### src/rtl/prio_pkg.sv
// Shared constants, FSM state type and width helper for the interrupt priority controller.
package prio_pkg;

    localparam int PRIO_FIXED = 0;
    localparam int PRIO_RR    = 1;

    typedef enum logic {
        ST_IDLE  = 1'b0,
        ST_GRANT = 1'b1
    } prio_state_e;

    function automatic int prio_clog2(input int n);
        int r;
        r = 0;
        for (int i = 0; i < 31; i++) begin
            if ((1 << r) < n) r = r + 1;
        end
        return r;
    endfunction

endpackage

### src/rtl/prio_enc_n.sv
// Combinational N-wide priority search: descends from start_i, wrapping from 0 to N-1.
module prio_enc_n
    import prio_pkg::*;
#(
    parameter  int N = 8,
    localparam int W = prio_clog2(N)
) (
    input  logic [N-1:0] vec_i,
    input  logic [W-1:0] start_i,
    output logic [W-1:0] idx_o,
    output logic         none_o
);

    int j;

    always_comb begin
        idx_o  = '0;
        none_o = 1'b1;
        j      = 0;
        for (int k = 0; k < N; k++) begin
            j = int'(start_i) - k;
            if (j < 0) j = j + N;
            if (none_o && vec_i[j]) begin
                idx_o  = W'(j);
                none_o = 1'b0;
            end
        end
    end

endmodule

### src/rtl/irq_prio_ctrl.sv
// Registered priority controller: sticky pending bits, masking, valid/ack grant handshake,
// fixed or round-robin selection.
//   state    | meaning
//   ST_IDLE  | no grant outstanding (valid=0)
//   ST_GRANT | code holds a granted index (valid=1) until ack
module irq_prio_ctrl
    import prio_pkg::*;
#(
    parameter  int N  = 8,
    parameter  int RR = 0,
    localparam int W  = prio_clog2(N)
) (
    input  logic         clk,
    input  logic         rst_n,
    input  logic [N-1:0] req,
    input  logic [N-1:0] mask,
    input  logic         ack,
    output logic         valid,
    output logic [W-1:0] code,
    output logic         z
);

    localparam logic [W-1:0] TOP_IDX = W'(N - 1);

    prio_state_e  state_q, state_d;
    logic [N-1:0] pending_q, pending_d;
    logic [W-1:0] code_q, code_d;
    logic [W-1:0] last_q, last_d;

    logic [N-1:0] elig, clr, sel_vec;
    logic [W-1:0] base, start_rr, start, win;
    logic         grant_ack, none;

    assign grant_ack = (state_q == ST_GRANT) && ack;
    assign elig      = pending_q & ~mask;
    assign clr       = grant_ack ? ({{(N-1){1'b0}}, 1'b1} << code_q) : '0;
    assign pending_d = (pending_q & ~clr) | req;

    // On ack the acked line only competes again if it is re-requested this very cycle.
    assign sel_vec = (state_q == ST_GRANT) ? ((elig & ~clr) | (req & clr & ~mask)) : elig;

    // The round-robin start uses the line being acked now, so alternation has no lag.
    assign base     = grant_ack ? code_q : last_q;
    assign start_rr = (base == '0) ? TOP_IDX : base - W'(1);
    assign start    = (RR == PRIO_RR) ? start_rr : TOP_IDX;

    prio_enc_n #(.N(N)) u_enc (
        .vec_i   (sel_vec),
        .start_i (start),
        .idx_o   (win),
        .none_o  (none)
    );

    always_ff @(posedge clk or negedge rst_n) begin
        if (!rst_n) begin
            state_q   <= ST_IDLE;
            pending_q <= '0;
            code_q    <= '0;
            last_q    <= '0;
        end else begin
            state_q   <= state_d;
            pending_q <= pending_d;
            code_q    <= code_d;
            last_q    <= last_d;
        end
    end

    always_comb begin
        state_d = state_q;
        code_d  = code_q;
        last_d  = last_q;
        case (state_q)
            ST_IDLE: begin
                if (!none) begin
                    state_d = ST_GRANT;
                    code_d  = win;
                end
            end
            ST_GRANT: begin
                if (ack) begin
                    if (RR == PRIO_RR) last_d = code_q;
                    if (!none) code_d  = win;
                    else       state_d = ST_IDLE;
                end
            end
            default: state_d = ST_IDLE;
        endcase
    end

    always_comb begin
        valid = (state_q == ST_GRANT);
        code  = code_q;
        z     = ~|elig;
    end

endmodule

### config.mk
export PLATFORM = sky130hd
export DESIGN_NAME = irq_prio_ctrl
export DESIGN_NICKNAME = d
export VERILOG_FILES = /design/src/rtl/prio_pkg.sv /design/src/rtl/prio_enc_n.sv /design/src/rtl/irq_prio_ctrl.sv
export SDC_FILE = /design/constraint.sdc
export NUM_CORES = 1
export LEC_CHECK = 0
export ABC_AREA = 0
export CORE_MARGIN = 3
export CORE_UTILIZATION = 40
export CTS_BUF_LIST = sky130_fd_sc_hd__clkbuf_2 sky130_fd_sc_hd__clkbuf_4 sky130_fd_sc_hd__clkbuf_8
export DETAILED_ROUTE_END_ITERATION = 8
export GPL_TIMING_DRIVEN = 1
export PLACE_DENSITY = 0.69
export SLEW_MARGIN = 20
export SYNTH_ARGS = -nofsm -noshare
export SYNTH_HDL_FRONTEND = slang
export SYNTH_SLANG_ARGS = --single-unit
### constraint.sdc
create_clock -name clk -period 6.05 [get_ports clk]
set_input_delay 1.21 -clock clk [delete_from_list [all_inputs] [get_ports clk]]
set_output_delay 1.21 -clock clk [all_outputs]
set_load 0.1 [all_outputs]
* Word level (Yosys, flattened, before mapping)
Cells that the tools add are included.
** Cells by class
- Add/subtract/negate cells :: 0
- Multipliers :: 0
- Div/mod/pow operators :: 0
- Order comparisons :: 0
- Eq/ne operators :: 1
- Shifts and indexed selects :: 1
- Mux-type cells :: 24
- Bitwise gates (word level) :: 10
- Reduce and logical (&&, ||, !) cells :: 10
** Operator list (count)
- $and A8 B8 Y8 :: 5
- $mux W3 :: 10
- $mux W8 :: 2
- $not A8 Y8 :: 2
- $or A8 B8 Y8 :: 2
- $mux W1 :: 10
- $logic_and A1 B1 Y1 :: 8
- $reduce_or A8 Y1 :: 1
- $shl A1 B3 Y8 const A :: 1
- $pmux W3 S2 :: 1
- $ne A2 B2 Y1 const B :: 1
- $pmux W1 S2 :: 1
- $logic_not A1 Y1 :: 1
- $not A1 Y1 :: 1
** Word-level totals
- Register bits after elaboration :: 12
- Latch bits :: 0
- RAM bits :: 0
- ROM bits :: 0
- Input bits :: 19
- Output and inout port bits :: 5
- Logic and storage cells :: 49
- Memories :: 0

* Logic depth before layout (Yosys ltp)
Gate-level depths: netlist (run 1).
- Depth in word-level cells :: 24
- Depth in mapped cells :: 7

* By module
From an unflattened synthesis (run 1), not the netlist that was laid out.
** Unflattened totals
- Cell total of the unflattened synthesis :: 186
- Area, all modules :: 1707.9 um2
** Modules (own cells, without submodules)
- prio_enc_n :: instances 1, cells an instance 109, area an instance 998.5 um2
- irq_prio_ctrl :: instances 1, cells an instance 77, area an instance 709.4 um2

* Worst setup path before layout (run 1)
No wires, ideal clock.
- Path type :: input to output
- Start :: input mask[7]
- End :: output z
- Arrival time :: 3517 ps
- Required time :: 4840 ps
- Setup slack :: 1323 ps
- Stages :: 3
- Path buffers :: 0
- Path through :: nand2b_1 o21ai_0 nor3_1
** Between the ends
- Cells in the longest elaborated chain, start to end :: 4
** RTL lines
- from (decl) :: line irq_prio_ctrl.sv:16 : input logic [N-1:0] mask,
- $not A8 Y8 :: line irq_prio_ctrl.sv:35 : assign elig = pending_q & ~mask;
- $and A8 B8 Y8 :: line irq_prio_ctrl.sv:35
- $reduce_or A8 Y1 :: line irq_prio_ctrl.sv:93 : z = ~|elig;
- $logic_not A1 Y1 :: line irq_prio_ctrl.sv:93
- to (decl) :: line irq_prio_ctrl.sv:20 : output logic z
No other way between the ends.

* Worst setup path in the final report (run 1)
- Start :: input mask[3]
- End :: output z
The elaborated chain is that of the path after synthesis.

==> results of run 1 <==
[worst max-delay path, delay by kind of cell]
kind	cells	cell delay [ns]
buf+inv	2	1.65
simple gates	4	0.42
[worst min path at each step]
stage                      startpoint                endpoint  slack, ns
4_1_cts        pending_q[4]$_DFF_PN0_  pending_q[4]$_DFF_PN0_       0.49
5_1_grt        pending_q[4]$_DFF_PN0_  pending_q[4]$_DFF_PN0_       0.52
3_3_place_gp   pending_q[4]$_DFF_PN0_  pending_q[4]$_DFF_PN0_       0.46
3_5_place_dp   pending_q[4]$_DFF_PN0_  pending_q[4]$_DFF_PN0_       0.47
2_1_floorplan  pending_q[4]$_DFF_PN0_  pending_q[4]$_DFF_PN0_       0.45
6_report       pending_q[4]$_DFF_PN0_  pending_q[4]$_DFF_PN0_       0.49
[power groups by stage]
stage | Sequential, mW | Combinational [mW] | Clock, mW
detailed placement | 0.100 | 0.100 | 0
finish | 0.0987 | 0.0999 | 0.0489
CTS | 0.0986 | 0.101 | 0.0512
floorplan | 0.117 | 0.0538 | 0
global placement | 0.100 | 0.0991 | 0
global route | 0.101 | 0.107 | 0.0564
[sequential cells by signal, summed over array words and instances (netlist names)]
name and flops:
valid 1, code 3, pending_q 8
[layer usage]
| layer | vias up | track usage, % |
|---|---|---|
| li1 | 377 | - |
| met1 | 347 | 20.0 |
| met2 | 28 | 25.5 |
| met3 | 5 | 3.13 |
| met4 | 0 | 7.66 |
| met5 | - | 0 |
[cell usage in the layout, fill, tap and decap left out, types with 3 or more instances in the layout]
cell type,n
clkdlybuf4s50_1,23
nand2b_1,12
dfrtp_1,12
o21ai_0,8
nor3_1,6
inv_1,4
nand3_1,4
nor2_1,4
nor2b_1,4
a21o_1,3
clkbuf_4,3
[Yosys cell counts, drive strengths merged, types with 2 or more instances]
library cell,n
a21o,3
a21oi,3
and3,2
buf,2
dfrtp,12
inv,5
mux2i,3
nand2,2
nand2b,12
nand3,5
nand4b,2
nor2,4
nor2b,4
nor3,6
nor4,2
o21ai,8
o31ai,2
[through the flow]
stage / setup WS [ns] / area [um^2]
floorplan: 1.32 / 856
global placement: 1.58 / 1100
detailed placement: 1.57 / 1100
CTS: 1.57 / 1130
global route: 1.48 / 1130
finish: 1.55 / 1130
[cell families (layout without fill, tap and decap cells)]
| kind of cell | after synthesis | count (layout) | synth area share [%] |
|---|---|---|---|
| AOI/OAI and AO/OA | 24 | 24 | 19.4 |
| DFF | 12 | 12 | 35.1 |
| and+or+nand+nor | 44 | 44 | 35.1 |
| buffers and inverters | 7 | 31 | 3.95 |
| muxes | 3 | 3 | 6.43 |
[layout make-up]
class | count | area [um^2]
repair buffers | 23 | 230
multi-input cells | 71 | 522
clock buffers | 3 | 22.5
well taps | 27 | 33.8
flip-flops and latches | 12 | 300
inverters | 5 | 18.8
fillers | 201 | 875
==> impl_results.md, run 1 <==
- Status: finished, final reports clean
- Global-route wire length before repair: ~3100 um
- Highest clock rate: roughly 0.22 GHz
- Syn Area/Cell: about 9.5 um^2
- Grt ovf: 0
- Drt pass-1 iters: 5
- Worst hold path class: reg2reg
- Antenna-violating nets left: 0
- Final TNS setup: 0 ns
- Max-cap viol count: 0
- WL met3: ~140 um
- Setup CP Type: in2out
- Initial antenna violation count: 0
- Clock Latency Late Sink: 0.27 ns
- DR top layer: met4
- Die ar.: between 2000 and 3000 um^2
- DR WL met2: 904 um
- Avg WL per Cell: around 13 um
- Switch Pwr: between 0.09 and 0.1 mW
- Worst reg2reg setup slack: just under 4 ns
- Fraction of registers with async set/reset: between 90% and 100%
- Worst Max-Slew Pin Slew: a little under 1 ns
- CTS tree: yes
- Diode count: 0
- Share of the yosys chip area belonging to registers: about a third
- Post-Place Cells: ~140
- Area leader, netlist: dfrtp_1
- Area share of the largest cell type after synthesis: approximately a third
- Hold Crit Depth: 1
- Area Growth Syn to Fin: 31.7%
- Metal-1 WL: ~800 um
- IO Count: 24
- Final period utilization: between 70% and 80%
- Pleak: between 0.4 and 0.5 nW
- Required time of the worst setup path: just under 5 ns
- Clock Tree Root: clkbuf_4
- Num CTS Buffers: 3
- Placer Congestion: roughly 0.8
- Yosys reg bits: 12
- Number of synthesized flops with an enable pin: 0
- DRT iter0 DRCs: 15
- Reg-to-Reg End: code[0]$_DFFE_PN0P_
- WHS: approximately 0.49 ns
- Startpoint Class: input pin
- Depth of the CTS H-tree: 1
- # resized after CTS: 0
- Clk_skew: 0.000291 ns
- Sw frac: slightly below 40%
- RSZ-0062 raised after global routing: false
- CP Capture Type: primary output
- Crit-path cells: clkdlybuf4s50_1 -> nor2b_1 -> nor2_1 -> nand3_1 -> nor3_1 -> clkdlybuf4s50_1
- Max incr delay on CP: between 1 and 1.5 ns
- Arr. time, crit path: 3.29 ns
- Share of cells above drive strength 1: 13.2%
- Slowest cell on the critical path: clkdlybuf4s50_1
- Largest net degree at the start of global routing: 13
- Fin crit period: between 4 and 5 ns
- # rows: 16
- Drt drc: 0
- Final HPWL DP: ~1500 um
- Clk sinks: 12
- Mapped Nets: between 100 and 150
- Chip width: around 52 um
- Vias in the first global route: around 700
- Total Nets Final: ~140
- Critical Path Fanout Max: 3
- Fin. Hold Viols: 0
- Combinational share of power: 40.4%
- Initial Util: between 40 and 50%
- Power per cell area: ~220 nW/um^2
- Slew Limit Fails: 0
- Synth Flop Type: dfrtp_1
- Die Ht: between 50 and 60 um
- Total length of routed wires: approximately 1900 um
- Core Area: roughly 2000 um^2
- Yosys Warn Count: 0
- Routed vias: 757
- Clock transition at path regs: around 0.070 ns
- Overall Power: between 0.2 and 0.25 mW
- Post-synth cell types: 37
- Reg2Reg Depth: 6
- Fin util: 56.3%
- CTS Hold Buffers Added: 0
- Final setup vio count: 0
- Synth top area cells: dfrtp_1 35%, nand2b_1 8.8%, mux2i_4 5.3%
- All-layer global routing usage: between 15 and 20%
- CP Capture Point: z
- Post-Synthesis Cells: 90
- Slew margin rel.: between 30% and 40%
- Most used cell along the critical path: clkdlybuf4s50_1
- I/O Buffers: 23
- Sequential Power Share: between 30% and 40%
- Internal power: 0.150 mW
- Cell area after synthesis: between 800 and 900 um^2
- Critical Path Start: mask[3]
- Non-filler cells, final: 141
- Reg2Reg Launch Point: code[1]$_DFFE_PN0P_
- CTS max path bufs: 2
- Post-CTS Setup Inserts: 0
- VDD IR-drop max: 110 uV
- Clk pwr share: 19.7%
- DR vias/cell: 5.37
Power figures use the tool's default switching activity.
==> run 2: changes to the inputs <==
--- a/config.mk
+++ b/config.mk
@@ -11,7 +11,7 @@
 export CTS_BUF_LIST = sky130_fd_sc_hd__clkbuf_2 sky130_fd_sc_hd__clkbuf_4 sky130_fd_sc_hd__clkbuf_8
 export DETAILED_ROUTE_END_ITERATION = 8
 export GPL_TIMING_DRIVEN = 1
-export PLACE_DENSITY = 0.69
+export PLACE_DENSITY = 0.71
 export SLEW_MARGIN = 20
 export SYNTH_ARGS = -nofsm -noshare
 export SYNTH_HDL_FRONTEND = slang
==> constraint.sdc (replaced) <==
create_clock -name clk -period 4.05 [get_ports clk]
set_input_delay 0.81 -clock clk [delete_from_list [all_inputs] [get_ports clk]]
set_output_delay 0.81 -clock clk [all_outputs]
set_load 0.1 [all_outputs]
==> impl_results.md, run 2 (synthesized netlist as in run 1, its figures left out) <==
- All-layer global routing usage: 15.8%
- Reg-to-Reg End: code[0]$_DFFE_PN0P_
- Fin crit period: just under 3 ns
- Clk_skew: ~0.0014 ns
- Biggest register: pending_q
- Switch Pwr: 0.154 mW
- VDD IR-drop max: roughly 180 uV
- Hold Startpoint: pending_q[4]$_DFF_PN0_
- Arr. time, crit path: about 2.1 ns
- IO Count: 24
- Core Area: approximately 2000 um^2
- Clk sinks: 12
- Initial Util: between 40% and 50%
- # rows: 16
- Crit-path cells: clkdlybuf4s50_1
- Drt pass-1 iters: 4
- Grt ovf: 0
- Hold Crit Depth: 1
- Slowest cell on the critical path: clkdlybuf4s50_1
- Post-CTS Setup Inserts: 0
- Highest clock rate: around 0.35 GHz
- CP Capture Type: primary output
- Worst hold path class: reg2reg
- Avg WL per Cell: around 14 um
- Routed vias: roughly 750
- Global-route wire length before repair: about 3200 um
- Internal power: around 0.24 mW
- DR vias/cell: about 5.2
- Combinational share of power: a little under two fifths
- WHS: 0.494 ns
- # resized after CTS: 0
- Non-filler cells, final: ~140
- Fin. Hold Viols: 0
- Required time of the worst setup path: approximately 3.2 ns
- Slew Limit Fails: 0
- Sequential Power Share: 37.0%
- Share of cells above drive strength 1: approximately 15%
- Status: finished, final reports clean
- Final period utilization: just over 70%
- Max incr delay on CP: ~1.2 ns
- Num CTS Buffers: 3
- Hold Path Sink: pending_q[4]$_DFF_PN0_
- Total Nets Final: between 100 and 150
- CTS max path bufs: 2
- CTS tree: yes
- Commonest cells after routing, fill and taps aside: 22 x clkdlybuf4s50_1, 12 x nand2b_1, 12 x dfrtp_1, 8 x o21ai_0, 6 x nor3_1
- Pleak: 0.442 nW
- Max FFs per register: 8
- Worst Max-Slew Pin Slew: 0.975 ns
- Max-cap viol count: 0
- Clock Tree Root: clkbuf_4
- CTS Hold Buffers Added: 0
- Total length of routed wires: around 2000 um
- Vias in the first global route: 691
- Clk pwr share: 25.4%
- Sw frac: 38.6%
- Final TNS setup: 0 ns
- Initial antenna violation count: 0
- Final HPWL DP: 1560 um
- Final setup vio count: 0
- Startpoint Class: flip-flop
- Setup CP Type: reg2out
- Worst reg2reg setup slack: 1.90 ns
- Diode count: 0
- Antenna-violating nets left: 0
- Area Growth Syn to Fin: 33.0%
- Commonest non-fill, non-tap cell in the layout: clkdlybuf4s50_1
- Die Ht: 52.3 um
- Reg2Reg Depth: 6
- DRT iter0 DRCs: 15
- Critical Path Fanout Max: 10
- Slew margin rel.: 34.8%
- I/O Buffers: 23
- Drt drc: 0
- Chip width: 52.3 um
- Placer Congestion: around 0.8
- Worst path bufs/invs: 1
- Reg2Reg Launch Point: code[1]$_DFFE_PN0P_
- Clock Latency Late Sink: roughly 0.28 ns
- Largest net degree at the start of global routing: 13
- Crit path max-delay family: buffers and inverters
- Clock transition at path regs: ~0.08 ns
- Post-Place Cells: 138
- Die ar.: approximately 2700 um^2
- Power per cell area: 350 nW/um^2
- Depth of the CTS H-tree: 1
- RSZ-0062 raised after global routing: false
[run 2: cell type report]
cell class                 count  area, um^2
multi-input combinational     71         522
timing repair buffer          23         228
fill                         200         863
tap                           27        33.8
inverter                       5        18.8
sequential                    12         300
clock buffer                   4        36.3
[run 2: stage by stage]
step / setup slack [ns] / instance area, um^2 / power, mW / utilization, %
floorplan: 0.123 / 856 / 0.256 / -
global placement: 1.17 / 1100 / 0.298 / 55.1
detailed placement: 1.06 / 1100 / 0.300 / 55.1
CTS: 1.15 / 1140 / 0.401 / 56.9
global route: 1.11 / 1140 / 0.417 / 56.9
finish: 1.15 / 1140 / 0.399 / 56.9
[run 2: worst max-delay path by stage]
stage                     depth (start not counted)  slack (ns)             endpoint                 from
after floorplan                                   3        0.12                    z              mask[7]
after global placement                            7        1.17  code[0]$_DFFE_PN0P_                  ack
after detailed placement                          7        1.06  code[0]$_DFFE_PN0P_                  ack
after CTS                                         1        1.15              code[1]  code[1]$_DFFE_PN0P_
after global routing                              1        1.11              code[1]  code[1]$_DFFE_PN0P_
final                                             1        1.15              code[1]  code[1]$_DFFE_PN0P_
[run 2: worst reg2reg max path, cell delays in order (launching register included)]
cell	delay, ns
dfrtp_1	0.53
nor4bb_4	0.36
and2_1	0.22
mux2i_1	0.30
nand2b_1	0.08
and3_1	0.18
o41a_1	0.37
[run 2: metal layers]
layer | global-route usage [%] | wire [um] | vias to the layer above
met5 | 0 | 0 | -
met4 | 6.38 | 34 | 0
met3 | 2.56 | 114 | 5
met2 | 25.1 | 891 | 22
met1 | 21.2 | 960 | 341
li1 | - | - | 377
[run 2: power by group through the flow]
stage,logic [mW],registers (mW),clock network [mW]
detailed placement,0.150,0.150,0
floorplan,0.0804,0.175,0
global placement,0.149,0.149,0
global route,0.160,0.150,0.107
CTS,0.151,0.147,0.103
finish,0.150,0.148,0.101
==> run 3: changes to the inputs <==
==> constraint.sdc (replaced) <==
create_clock -name clk -period 2.4 [get_ports clk]
set_input_delay 0.48 -clock clk [delete_from_list [all_inputs] [get_ports clk]]
set_output_delay 0.48 -clock clk [all_outputs]
set_load 0.1 [all_outputs]
==> impl_results.md, run 3 (synthesized netlist as in run 1, its figures left out) <==
- Highest clock rate: 0.460 GHz
- Die ar.: 2730 um^2
- Global routing's busiest layer: met2
- Crit-path cells: clkdlybuf4s50_1 -> nor4bb_4 -> and2_1 -> mux2i_1 -> nand2b_1 -> and3_1 -> o41a_1
- Drt pass-1 iters: 4
- GR Util met1: between 20 and 25%
- Vias in the first global route: ~740
- Final period utilization: around nine tenths
- Slew margin rel.: 60.9%
- Share of cells above drive strength 1: about a quarter
- Initial Util: a little over two fifths
- Depth of the CTS H-tree: 1
- Final Cell Area: 1190 um^2
- Post-CTS Setup Inserts: 0
- Chip width: approximately 52 um
- Fin util: between 50 and 60%
- Pre-CTS setup slack: -0.0666 ns
- Fin. Hold Viols: 0
- Post-Place Cell Area: 1150 um^2
- # rows: 16
- Max-cap viol count: 0
- Total length of routed wires: ~2100 um
- DRT iter0 DRCs: 21
- Antenna-violating nets left: 0
- Clk_skew: 0.00486 ns
- IO Count: 24
- Commonest cells after routing, fill and taps aside: 18 x clkdlybuf4s50_1, 12 x nand2b_1, 10 x dfrtp_1, 9 x buf_4, 8 x o21ai_0
- Largest net degree at the start of global routing: 13
- Grt met3 use: ~2.3%
- DR vias/cell: around 5.4
- Drt drc: 0
- Fin crit period: 2.17 ns
- Slowest cell on the critical path: clkdlybuf4s50_1
- Clock transition at path regs: 0.09 ns
- Final HPWL DP: about 1600 um
- Critical Path Fanout Max: 3
- Arr. time, crit path: around 2.3 ns
- Max FFs per register: 8
- CTS Hold Buffers Added: 0
- Commonest non-fill, non-tap cell in the layout: clkdlybuf4s50_1
- Placer Congestion: between 0.7 and 0.8
- Routed vias: 793
- Clock Latency Late Sink: 0.28 ns
- Final TNS setup: 0 ns
- Clock Tree Root: clkbuf_4
- Slew Limit Fails: 0
- Pleak: about 0.47 nW
- CP Capture Type: flip-flop
- GR Util met2: 27.4%
- Worst Max-Slew Pin Slew: 0.584 ns
- Setup CP Type: in2reg
- Worst hold path class: reg2reg
- Startpoint Class: input pin
- All-layer global routing usage: ~17%
- Final setup vio count: 0
- VDD IR-drop max: about 320 uV
- Area Growth Syn to Fin: 38.6%
- Grt ovf: 0
- Final worst setup slack: roughly 0.23 ns
- Post-Place Cells: approximately 140
- Total Nets Final: 140
- Core Area: about 2000 um^2
- Initial antenna violation count: 0
- Num CTS Buffers: 3
- Diode count: 0
- Power per cell area: around 580 nW/um^2
- # resized after CTS: 0
- Required time of the worst setup path: approximately 2.6 ns
- Global-route wire length before repair: 3380 um
- CTS max path bufs: 2
- Max incr delay on CP: around 0.48 ns
- Avg WL per Cell: around 14 um
- Clk sinks: 12
- Status: finished, final reports clean
- I/O Buffers: 23
- RSZ-0062 raised after global routing: false
- Non-filler cells, final: 147
- Biggest register: pending_q
- CTS tree: yes
- Die Ht: around 52 um
-- run 3: cell count changes in the layout (fill, tap and decap cells not counted), sizes merged --
cell / previous run / this run
clkdlybuf4s50: 22 / 18
buf: 1 / 10
-- run 3: where the power goes --
group | internal [mW] | switching, mW
clock | 0.0922 | 0.0751
sequential | 0.220 | 0.0230
combinational | 0.110 | 0.163
total | 0.423 | 0.261
-- run 3: worst paths after layout --
| path | cells after the start | startpoint | to | slack [ns] |
|---|---|---|---|---|
| max | 7 | ack | code[0]$_DFFE_PN0P_ | 0.23 |
| min | 1 | pending_q[7]$_DFF_PN0_ | pending_q[7]$_DFF_PN0_ | 0.49 |
| max reg2reg | 6 | code[1]$_DFFE_PN0P_ | code[0]$_DFFE_PN0P_ | 0.42 |
| min reg2reg | 1 | pending_q[7]$_DFF_PN0_ | pending_q[7]$_DFF_PN0_ | 0.49 |
| max in group asynchronous | 1 | rst_n | code[1]$_DFFE_PN0P_ | 1.42 |
| min in group asynchronous | 1 | rst_n | pending_q[5]$_DFF_PN0_ | 0.57 |
-- run 3: per-layer routing --
metal  vias up  part of all wire, %
met4         0                    0
met1       375                   45
met2        25                   49
met3         0                  6.3
met5         -                    0
li1        393                    -
-- run 3: area by class of cell --
| class | count | area [um^2] |
|---|---|---|
| sequential | 12 | 303 |
| multi-input combinational | 71 | 527 |
| timing repair buffer | 28 | 268 |
| clock buffer | 4 | 36.3 |
| fill | 177 | 816 |
| tap | 27 | 33.8 |
| inverter | 5 | 18.8 |
-- run 3: metrics by stage --
stage                     power [mW]  hold slack, ns
after global routing           0.723           0.505
after CTS                      0.690           0.493
after floorplan                0.433           0.184
after detailed placement       0.520           0.473
final                          0.684           0.486
after global placement         0.517           0.460
-- run 3: worst max-delay path, delay by kind of cell --
family                 cells  cell delay (ns)
AND/OR/NAND/NOR            4             0.78
buffers and inverters      1             0.48
multiplexers               1             0.24
AO/OA/AOI/OAI              1             0.35
